==> config.mk <==
export PLATFORM = sky130hd
export DESIGN_NAME = mem_arbiter
export DESIGN_NICKNAME = d
export VERILOG_FILES = /design/src/rtl/mem_arbiter.sv
export SDC_FILE = /design/constraint.sdc
export NUM_CORES = 1
export LEC_CHECK = 0
export BUFFER_PORTS_ARGS = -buffer_cell sky130_fd_sc_hd__buf_2
export CAP_MARGIN = 20
export CORE_MARGIN = 4
export CORE_UTILIZATION = 59
export CTS_CLUSTER_SIZE = 24
export DETAILED_ROUTE_END_ITERATION = 12
export GPL_ROUTABILITY_DRIVEN = 0
export PLACE_DENSITY = 0.86
export SYNTH_ARGS = -nofsm -noshare
export SYNTH_HDL_FRONTEND = slang
export SYNTH_SLANG_ARGS = --single-unit
export TNS_END_PERCENT = 30
==> constraint.sdc <==
create_clock -name clk -period 5.31 [get_ports clk]
set_input_delay 0.7965 -clock clk [delete_from_list [all_inputs] [get_ports clk]]
set_output_delay 0.7965 -clock clk [all_outputs]
set_load 0.02 [all_outputs]
==> src/rtl/mem_arbiter.sv <==
// Byte-serial memory/IO bus arbiter between instruction fetch and load/store.
// Optional MEM_ARB_FAIR_EN: ties alternate between ports instead of fixed data priority.
module mem_arbiter #(
  parameter logic [31:0] IO_BASE    = 32'h30000,
  parameter int          INST_BYTES = 4
) (
  input  logic        clk,
  input  logic        rst,
  input  logic        rdy,
  input  logic        clear,
  input  logic        inst_valid,
  input  logic [31:0] inst_addr,
  output logic        inst_ready,
  output logic [31:0] inst_res,
  input  logic        data_valid,
  input  logic        data_wr,
  input  logic [2:0]  data_type,
  input  logic [31:0] data_addr,
  input  logic [31:0] data_value,
  output logic        data_ready,
  output logic [31:0] data_res,
  input  logic [7:0]  mem_din,
  output logic [7:0]  mem_dout,
  output logic [31:0] mem_a,
  output logic        mem_wr,
  input  logic        io_buffer_full
);

  typedef enum logic [1:0] {IDLE, INST_RD, DATA_RD, DATA_WR} state_e;

  localparam logic [1:0] INST_LAST = 2'(INST_BYTES - 1);

  state_e      state_q, state_d;
  logic [1:0]  cnt_q, cnt_d;
  logic [1:0]  last_q, last_d;
  logic [1:0]  size_q, size_d;
  logic        sext_q, sext_d;
  logic        io_q, io_d;
  logic        clr_q, clr_d;
  logic [31:0] addr_q, addr_d;
  logic [31:0] wdata_q, wdata_d;
  logic [31:0] res_q, res_d;
  logic [31:0] mem_a_q, mem_a_d;
  logic [7:0]  mem_dout_q, mem_dout_d;
  logic        mem_wr_q, mem_wr_d;
  logic        inst_ready_q, inst_ready_d;
  logic        data_ready_q, data_ready_d;
  logic [31:0] inst_res_q, inst_res_d;
  logic [31:0] data_res_q, data_res_d;
`ifdef MEM_ARB_FAIR_EN
  logic        lastg_q, lastg_d;  // 0 = inst served last, 1 = data
`endif

  logic        data_io, data_ok, inst_ok, grant_data;
  logic [1:0]  nxt;
  logic [31:0] asm_w, ext_w;

  assign data_io = (data_addr[17:16] == IO_BASE[17:16]);
  // A port whose ready is still high is holding a stale valid; ignore it.
  assign data_ok = data_valid && !data_ready_q && !(data_wr && data_io && io_buffer_full);
  assign inst_ok = inst_valid && !inst_ready_q;
`ifdef MEM_ARB_FAIR_EN
  assign grant_data = data_ok && (!inst_ok || !lastg_q);
`else
  assign grant_data = data_ok;
`endif
  assign nxt = cnt_q + 2'd1;

  always_comb begin
    asm_w = res_q;
    asm_w[{cnt_q, 3'b000} +: 8] = mem_din;
    case (size_q)
      2'b00:   ext_w = sext_q ? {{24{asm_w[7]}}, asm_w[7:0]}   : {24'h0, asm_w[7:0]};
      2'b01:   ext_w = sext_q ? {{16{asm_w[15]}}, asm_w[15:0]} : {16'h0, asm_w[15:0]};
      default: ext_w = asm_w;
    endcase
  end

  always_comb begin
    state_d      = state_q;
    cnt_d        = cnt_q;
    last_d       = last_q;
    size_d       = size_q;
    sext_d       = sext_q;
    io_d         = io_q;
    clr_d        = clr_q;
    addr_d       = addr_q;
    wdata_d      = wdata_q;
    res_d        = res_q;
    mem_a_d      = mem_a_q;
    mem_dout_d   = mem_dout_q;
    mem_wr_d     = mem_wr_q;
    inst_ready_d = inst_ready_q;
    data_ready_d = data_ready_q;
    inst_res_d   = inst_res_q;
    data_res_d   = data_res_q;
`ifdef MEM_ARB_FAIR_EN
    lastg_d      = lastg_q;
`endif
    if (rdy) begin
      inst_ready_d = 1'b0;
      data_ready_d = 1'b0;
      case (state_q)
        IDLE: begin
          if (!clear && grant_data) begin
            state_d = data_wr ? DATA_WR : DATA_RD;
            addr_d  = data_addr;
            mem_a_d = data_addr;
            wdata_d = data_value;
            cnt_d   = 2'd0;
            size_d  = data_type[1:0];
            sext_d  = data_type[2];
            io_d    = data_io;
            clr_d   = 1'b0;
            case (data_type[1:0])
              2'b00:   last_d = 2'd0;
              2'b01:   last_d = 2'd1;
              default: last_d = 2'd3;
            endcase
            if (data_wr) begin
              mem_wr_d   = 1'b1;
              mem_dout_d = data_value[7:0];
            end
`ifdef MEM_ARB_FAIR_EN
            lastg_d = 1'b1;
`endif
          end else if (!clear && inst_ok) begin
            state_d = INST_RD;
            addr_d  = inst_addr;
            mem_a_d = inst_addr;
            cnt_d   = 2'd0;
            last_d  = INST_LAST;
`ifdef MEM_ARB_FAIR_EN
            lastg_d = 1'b0;
`endif
          end
        end
        INST_RD: begin
          if (clear) begin
            state_d  = IDLE;
            mem_wr_d = 1'b0;
          end else begin
            res_d = asm_w;
            if (cnt_q == last_q) begin
              state_d      = IDLE;
              inst_ready_d = 1'b1;
              inst_res_d   = asm_w;
            end else begin
              cnt_d   = nxt;
              mem_a_d = addr_q + {30'h0, nxt};
            end
          end
        end
        DATA_RD: begin
          if (clear && !io_q) begin
            state_d  = IDLE;
            mem_wr_d = 1'b0;
          end else begin
            // IO reads have side effects, so they finish even when flushed.
            clr_d = clr_q | clear;
            res_d = asm_w;
            if (cnt_q == last_q) begin
              state_d      = IDLE;
              data_res_d   = ext_w;
              data_ready_d = !(clr_q || clear);
            end else begin
              cnt_d   = nxt;
              mem_a_d = addr_q + {30'h0, nxt};
            end
          end
        end
        DATA_WR: begin
          if (cnt_q == last_q) begin
            state_d      = IDLE;
            mem_wr_d     = 1'b0;
            data_ready_d = 1'b1;
          end else begin
            cnt_d      = nxt;
            mem_a_d    = addr_q + {30'h0, nxt};
            mem_dout_d = wdata_q[{nxt, 3'b000} +: 8];
          end
        end
        default: state_d = IDLE;
      endcase
    end
  end

  always_ff @(posedge clk or negedge rst) begin
    if (!rst) begin
      state_q      <= IDLE;
      cnt_q        <= 2'd0;
      last_q       <= 2'd0;
      size_q       <= 2'd0;
      sext_q       <= 1'b0;
      io_q         <= 1'b0;
      clr_q        <= 1'b0;
      addr_q       <= 32'h0;
      wdata_q      <= 32'h0;
      res_q        <= 32'h0;
      mem_a_q      <= 32'h0;
      mem_dout_q   <= 8'h0;
      mem_wr_q     <= 1'b0;
      inst_ready_q <= 1'b0;
      data_ready_q <= 1'b0;
      inst_res_q   <= 32'h0;
      data_res_q   <= 32'h0;
`ifdef MEM_ARB_FAIR_EN
      lastg_q      <= 1'b0;
`endif
    end else begin
      state_q      <= state_d;
      cnt_q        <= cnt_d;
      last_q       <= last_d;
      size_q       <= size_d;
      sext_q       <= sext_d;
      io_q         <= io_d;
      clr_q        <= clr_d;
      addr_q       <= addr_d;
      wdata_q      <= wdata_d;
      res_q        <= res_d;
      mem_a_q      <= mem_a_d;
      mem_dout_q   <= mem_dout_d;
      mem_wr_q     <= mem_wr_d;
      inst_ready_q <= inst_ready_d;
      data_ready_q <= data_ready_d;
      inst_res_q   <= inst_res_d;
      data_res_q   <= data_res_d;
`ifdef MEM_ARB_FAIR_EN
      lastg_q      <= lastg_d;
`endif
    end
  end

  assign mem_a      = mem_a_q;
  assign mem_dout   = mem_dout_q;
  assign mem_wr     = mem_wr_q;
  assign inst_ready = inst_ready_q;
  assign inst_res   = inst_res_q;
  assign data_ready = data_ready_q;
  assign data_res   = data_res_q;

endmodule

## Yosys cells after proc, flatten, opt, wreduce, memory -nomap -nowiden

Cells that the tools add are included.

- Flip-flop bits (word level): 214
- Logic and storage cells: 122

- Equality and inequality tests: 16
- Reduce and logical (&&, ||, !) cells: 32
- Multiplexer cells: 48
- Shift operators: 3
- Bitwise operators: 3
- Add/sub/neg operators: 3

Operators with widths:

| cell | number |
|---|---|
| $mux W32 | 9 |
| $pmux W32 S2 | 2 |
| $pmux W32 S4 | 1 |
| $add A32 B2 Y32 | 1 |
| $bwmux W32 | 1 |
| $shift A8 B7 Y32 const A | 1 |
| $shiftx A32 B6 Y8 | 1 |
| $shiftx A8 B7 Y32 | 1 |
| $mux W2 | 12 |
| $mux W8 | 3 |
| $reduce_and A4 Y1 | 5 |
| $ne A2 B2 Y1 const B | 8 |
| $pmux W2 S4 | 2 |
| $pmux W8 S2 | 1 |
| $mux W1 | 13 |
| $logic_and A1 B1 Y1 | 8 |
| $reduce_bool A2 Y1 | 4 |
| $neg A5 Y7 | 1 |
| $eq A2 B1 Y1 const B | 3 |
| $eq A2 B2 Y1 const B | 3 |
| $logic_not A1 Y1 | 6 |
| $logic_not A2 Y1 | 3 |
| $reduce_and A3 Y1 | 2 |
| $reduce_and A6 Y1 | 1 |
| other kinds (11) | 13 |

## Longest topological paths before layout

- Word-level depth: 8
- Mapped depth: 9
- Depth with buffers taken out: 8

## Worst setup path before layout

Ideal clock, no wire load.

- Path kind: reg-to-reg
- From: register cnt_q[0]
- To: register mem_a_q[31] (netlist: mem_a[31])
- Arrival: 2.565 ns
- Required time: 5.188 ns
- Path slack: 2.623 ns
- Stages on the path, launching flop included: 9
- Buffers on the path: 0
- Setup time: 0.122 ns
- Path through: dfrtp_1 -> inv_1 -> ha_1 -> ha_1 -> a21o_1 -> nand2_1 -> or4_4 -> or3_1 -> a32o_1

- Cells in the longest elaborated chain, start to end: 5
- Elaborated cells on any way between the ends: 7
- Classes of those cells: 2 x add/sub; 1 x eq/ne; 4 x mux

RTL lines:

| what | RTL line | source |
|---|---|---|
| start: declaration | 34 | `logic [1:0] cnt_q, cnt_d;` |
| start signal: assignment | 212 | `cnt_q <= cnt_d;` |
| $add A2 B1 Y2 | 67 | `assign nxt = cnt_q + 2'd1;` |
| $add A32 B2 Y32 | 150, 168, 179 |  |
| $mux W32 * | 144, 162, 173 |  |
| $mux W32, on equally long branches | 155, 139 |  |
| $pmux W32 S4 * | 103 | `case (state_q)` |
| end signal: assignment | 221 | `mem_a_q <= mem_a_d;` |
| end: declaration | 43 | `logic [31:0] mem_a_q, mem_a_d;` |

Every way passes the cells marked *; elsewhere a longest branch is shown, timed or not. The select of a mux whose other input is x is not followed.
A chain may end at the register's enable or synchronous reset.

## Final worst setup path

Ends and elaborated chain as after synthesis.

==> impl_metrics.ini <==
[outcome]
result_of_the_run = finished clean

[power]
fin_total_pwr_w = 0.006706
share_seq_of_total_power_pct = 40.1
peakVddDrop_v = 0.0003158
clkPwrFrac_pct = 23.2
power_per_cell_area_mw_per_mm2 = 551.5
cellLeakagePower_nw = 5.902
p_sw_w = 0.002568
combPwrFrac_pct = 36.7
internal-power_w = 0.004138
sw_share_pct = 38.30

[synth]
syn-instance-count = 980
synth.yosys.seq_area_share_pct = 52.93
total_standard_cell_area_after_synthesis_mm2 = 0.01012
number_of_synthesized_flops_with_an_enable_pin = 0
synth_cell_types = 56
yosysTopAreaCell = sky130_fd_sc_hd__dfrtp_1
synth_flop_cell = sky130_fd_sc_hd__dfrtp_1
synthesis_warning_total = 0
synth_area_leaders = sky130_fd_sc_hd__dfrtp_1 53%, sky130_fd_sc_hd__o21ai_0 6.9%, sky130_fd_sc_hd__mux2_2 5.9%, sky130_fd_sc_hd__nand2_1 5.9%, sky130_fd_sc_hd__mux2i_1 4.3%
ys_seq_elements = 214
asyncSetResetFlopFracSynth_pct = 100.0
syn_nets = 1102
synthesis.area_per_instance_um2 = 10.32
post-synth-top-area-fraction_pct = 52.93

[global_route]
grt_pass1_wl_um = 43460
gr-total-overflow = 0
overall_global_routing_usage_pct = 27.20
grt_antenna_before_repair = 5
grt_pass1_vias = 8450
largest_net_degree_at_the_start_of_global_routing = 125

[timing]
final_worst_path_cycle_share_pct = 69.95
timing_max_transition_violations_final = 0
timing_worst_slew_pin_value_ns = 1.060
period_minus_slack_ns = 3.714
final.setup.worst_slack_ns = 1.596
worst_clock_skew_ns = 0.02456
fin_tns_setup_ns = 0
rsz0062_at_grt = no
setup-violations-final = 0
slew_headroom_pct = 29.33
fmax_mhz = 269.2
fin_worst_hold_slack_ns = 0.4130
timing.final.hold_violations = 0

[floorplan]
die-area_mm2 = 0.01931
rows = 47
ioPinCount = 222
initial_core_util_pct = 60.58
core_region_area_mm2 = 0.01670
die_w_um = 139.0
die_height_um = 139.0

[clock_network]
cts_tree = done
cts_max_level = 1
cts_resized = 0
clock_latency_on_the_worst_skew_pair_ns = 0.51
clock_tree_buffer_depth = 3
cts_setup_buffers = 0
clock-sinks = 214
root_buffer = sky130_fd_sc_hd__clkbuf_16
clkSlewWorstSetupHoldPaths_ns = 0.06
cts_made_buffers = 22
hold_buf_cts = 0

[setup_path]
critical_path.max_fanout = 16
regToRegStartpoint = cnt_q[0]
crit_path_start = cnt_q[0]
cp.arrival_ns = 4.10
path_type_of_the_worst_setup_path = reg2reg
startpoint_type = register
crit_path_end_kind = register
data_required_time_at_the_worst_endpoint_ns = 5.69

[flow_run]
cap_viol_max_count = 0

[detailed_routing]
routedWlPerCell_um = 18.73
drt_iter0_markers = 579
drt_drc_violations_left = 0
drtPass1Iterations = 5
detail_route.vias_per_cell = 5.871
dr_total_vias = 8296
routed_wl_um = 26470
routed_antenna_nets = 0

[worst_hold_path]
hold_path.class = in2async

[cells_and_area]
finish.net_count = 1297
layout-drive-gt1-share_pct = 28.55
util_after_layout_pct = 72.81
filler_cell_count = 1196
area.growth.synth_to_final_pct = 20.20

[placement]
hpwlAfterDp_um = 18560
dp_slack_ns = 1.524
io_buffers = 221
cells by family (layout without fill, tap and decap cells):
kind of cell	count (synthesis)	count (layout)	share of synthesized area [%]
other	0	2	0
adder cells (fa/ha/maj)	7	7	0.9399
XOR/XNOR	21	21	1.818
AO/OA/AOI/OAI	252	252	14.64
AND/OR/NAND/NOR	311	311	14.98
flip-flops	214	214	52.93
multiplexers	105	105	12.05
buffers and inverters	70	281	2.647
per-stage QoR:
| step | cells | cell area [µm²] |
|---|---|---|
| 4_1_cts | 1409 | 12130 |
| 5_1_grt | 1413 | 12160 |
| 3_3_place_gp | 1367 | 11350 |
| 3_5_place_dp | 1369 | 11400 |
| 2_1_floorplan | 980 | 10120 |
| 6_report | 1413 | 12160 |
cells in the mapped netlist, types with 4 or more instances:
cell and instances:
sky130_fd_sc_hd__a211oi_1 5, sky130_fd_sc_hd__a21o_1 7, sky130_fd_sc_hd__a21oi_1 41, sky130_fd_sc_hd__a22o_1 9, sky130_fd_sc_hd__a2bb2oi_1 16, sky130_fd_sc_hd__a31oi_1 13, sky130_fd_sc_hd__a32o_1 5, sky130_fd_sc_hd__and2_1 6
sky130_fd_sc_hd__and3_1 5, sky130_fd_sc_hd__and4_1 6, sky130_fd_sc_hd__buf_1 7, sky130_fd_sc_hd__buf_2 4, sky130_fd_sc_hd__clkbuf_1 48, sky130_fd_sc_hd__dfrtp_1 214, sky130_fd_sc_hd__ha_1 6, sky130_fd_sc_hd__inv_1 11
sky130_fd_sc_hd__mux2_2 53, sky130_fd_sc_hd__mux2i_1 43, sky130_fd_sc_hd__mux4_2 8, sky130_fd_sc_hd__nand2_1 158, sky130_fd_sc_hd__nand2b_1 17, sky130_fd_sc_hd__nand3_1 20, sky130_fd_sc_hd__nand4_1 11, sky130_fd_sc_hd__nor2_1 20
sky130_fd_sc_hd__nor2b_1 34, sky130_fd_sc_hd__nor3_1 6, sky130_fd_sc_hd__nor4_1 7, sky130_fd_sc_hd__o21ai_0 140, sky130_fd_sc_hd__or3_1 8, sky130_fd_sc_hd__xnor2_1 11, sky130_fd_sc_hd__xor2_1 10
flip-flops by register name, indices dropped and copies added (netlist names):
name / count
last_q: 2
clr_q: 1
data_res: 32
state_q: 2
inst_ready: 1
res_q: 32
mem_a: 32
cnt_q: 2
addr_q: 32
inst_res: 32
size_q: 2
data_ready: 1
io_q: 1
wdata_q: 32
mem_dout: 8
sext_q: 1
mem_wr: 1
power by group through the flow:
stage / Clock, W / Combinational (W) / Sequential [W]
after floorplan: 0 / 0.00148 / 0.00283
after global placement: 0 / 0.00234 / 0.00267
after detailed placement: 0 / 0.00244 / 0.00270
after CTS: 0.00157 / 0.00245 / 0.00268
after global routing: 0.00164 / 0.00270 / 0.00277
final: 0.00156 / 0.00246 / 0.00269
routing by layer:
metal / wire [µm] / global-route usage [%]
met3: 1834 / 4.966
met5: 41 / 0
met4: 1022 / 9.629
met2: 12820 / 44.90
met1: 10750 / 36.52
worst max-delay path: stages (launching register included):
cell and delay [ns]:
sky130_fd_sc_hd__dfrtp_1 0.84, sky130_fd_sc_hd__inv_1 0.25, sky130_fd_sc_hd__ha_1 0.81, sky130_fd_sc_hd__ha_1 0.30, sky130_fd_sc_hd__a21o_1 0.17, sky130_fd_sc_hd__nand2_1 0.10
sky130_fd_sc_hd__or4_4 0.50, sky130_fd_sc_hd__or3_1 0.39, sky130_fd_sc_hd__a32o_1 0.25
worst paths after layout:
| path | endpoint | slack (ns) | cells past startpoint |
|---|---|---|---|
| max | mem_a[31] | 1.60 | 8 |
| min | inst_res[8] | 0.41 | 1 |
| max reg2reg | mem_a[31] | 1.60 | 8 |
| min reg2reg | res_q[16] | 0.47 | 2 |
| max in group asynchronous | wdata_q[10] | 3.80 | 2 |
| min in group clk | res_q[16] | 0.47 | 2 |
cell usage in the layout (no fill, tap or decap), types with 11 or more instances in the layout:
master and instances:
sky130_fd_sc_hd__a31oi_1 13, sky130_fd_sc_hd__xnor2_1 11, sky130_fd_sc_hd__nand2_1 157, sky130_fd_sc_hd__nor2_1 18, sky130_fd_sc_hd__dfrtp_1 214, sky130_fd_sc_hd__a2bb2oi_1 16
sky130_fd_sc_hd__inv_1 11, sky130_fd_sc_hd__nand4_1 11, sky130_fd_sc_hd__nand3_1 18, sky130_fd_sc_hd__o21ai_0 140, sky130_fd_sc_hd__nor2b_1 34, sky130_fd_sc_hd__clkbuf_16 22
sky130_fd_sc_hd__nand2b_1 17, sky130_fd_sc_hd__a21oi_1 41, sky130_fd_sc_hd__mux2_2 53, sky130_fd_sc_hd__buf_2 220, sky130_fd_sc_hd__mux2i_1 43
final cells by class:
type | count | area, µm² | area share, %
multi-input combinational | 696 | 4512 | 37.10
antenna | 2 | 5.005 | 0.04116
inverter | 11 | 41.29 | 0.3395
sequential | 214 | 5355 | 44.04
timing repair buffer | 230 | 1240 | 10.20
tap | 220 | 275.3 | 2.264
clock buffer | 30 | 620.6 | 5.103
clock inverter | 10 | 111.4 | 0.9157
Note: power is estimated with default switching activity, not from simulation.
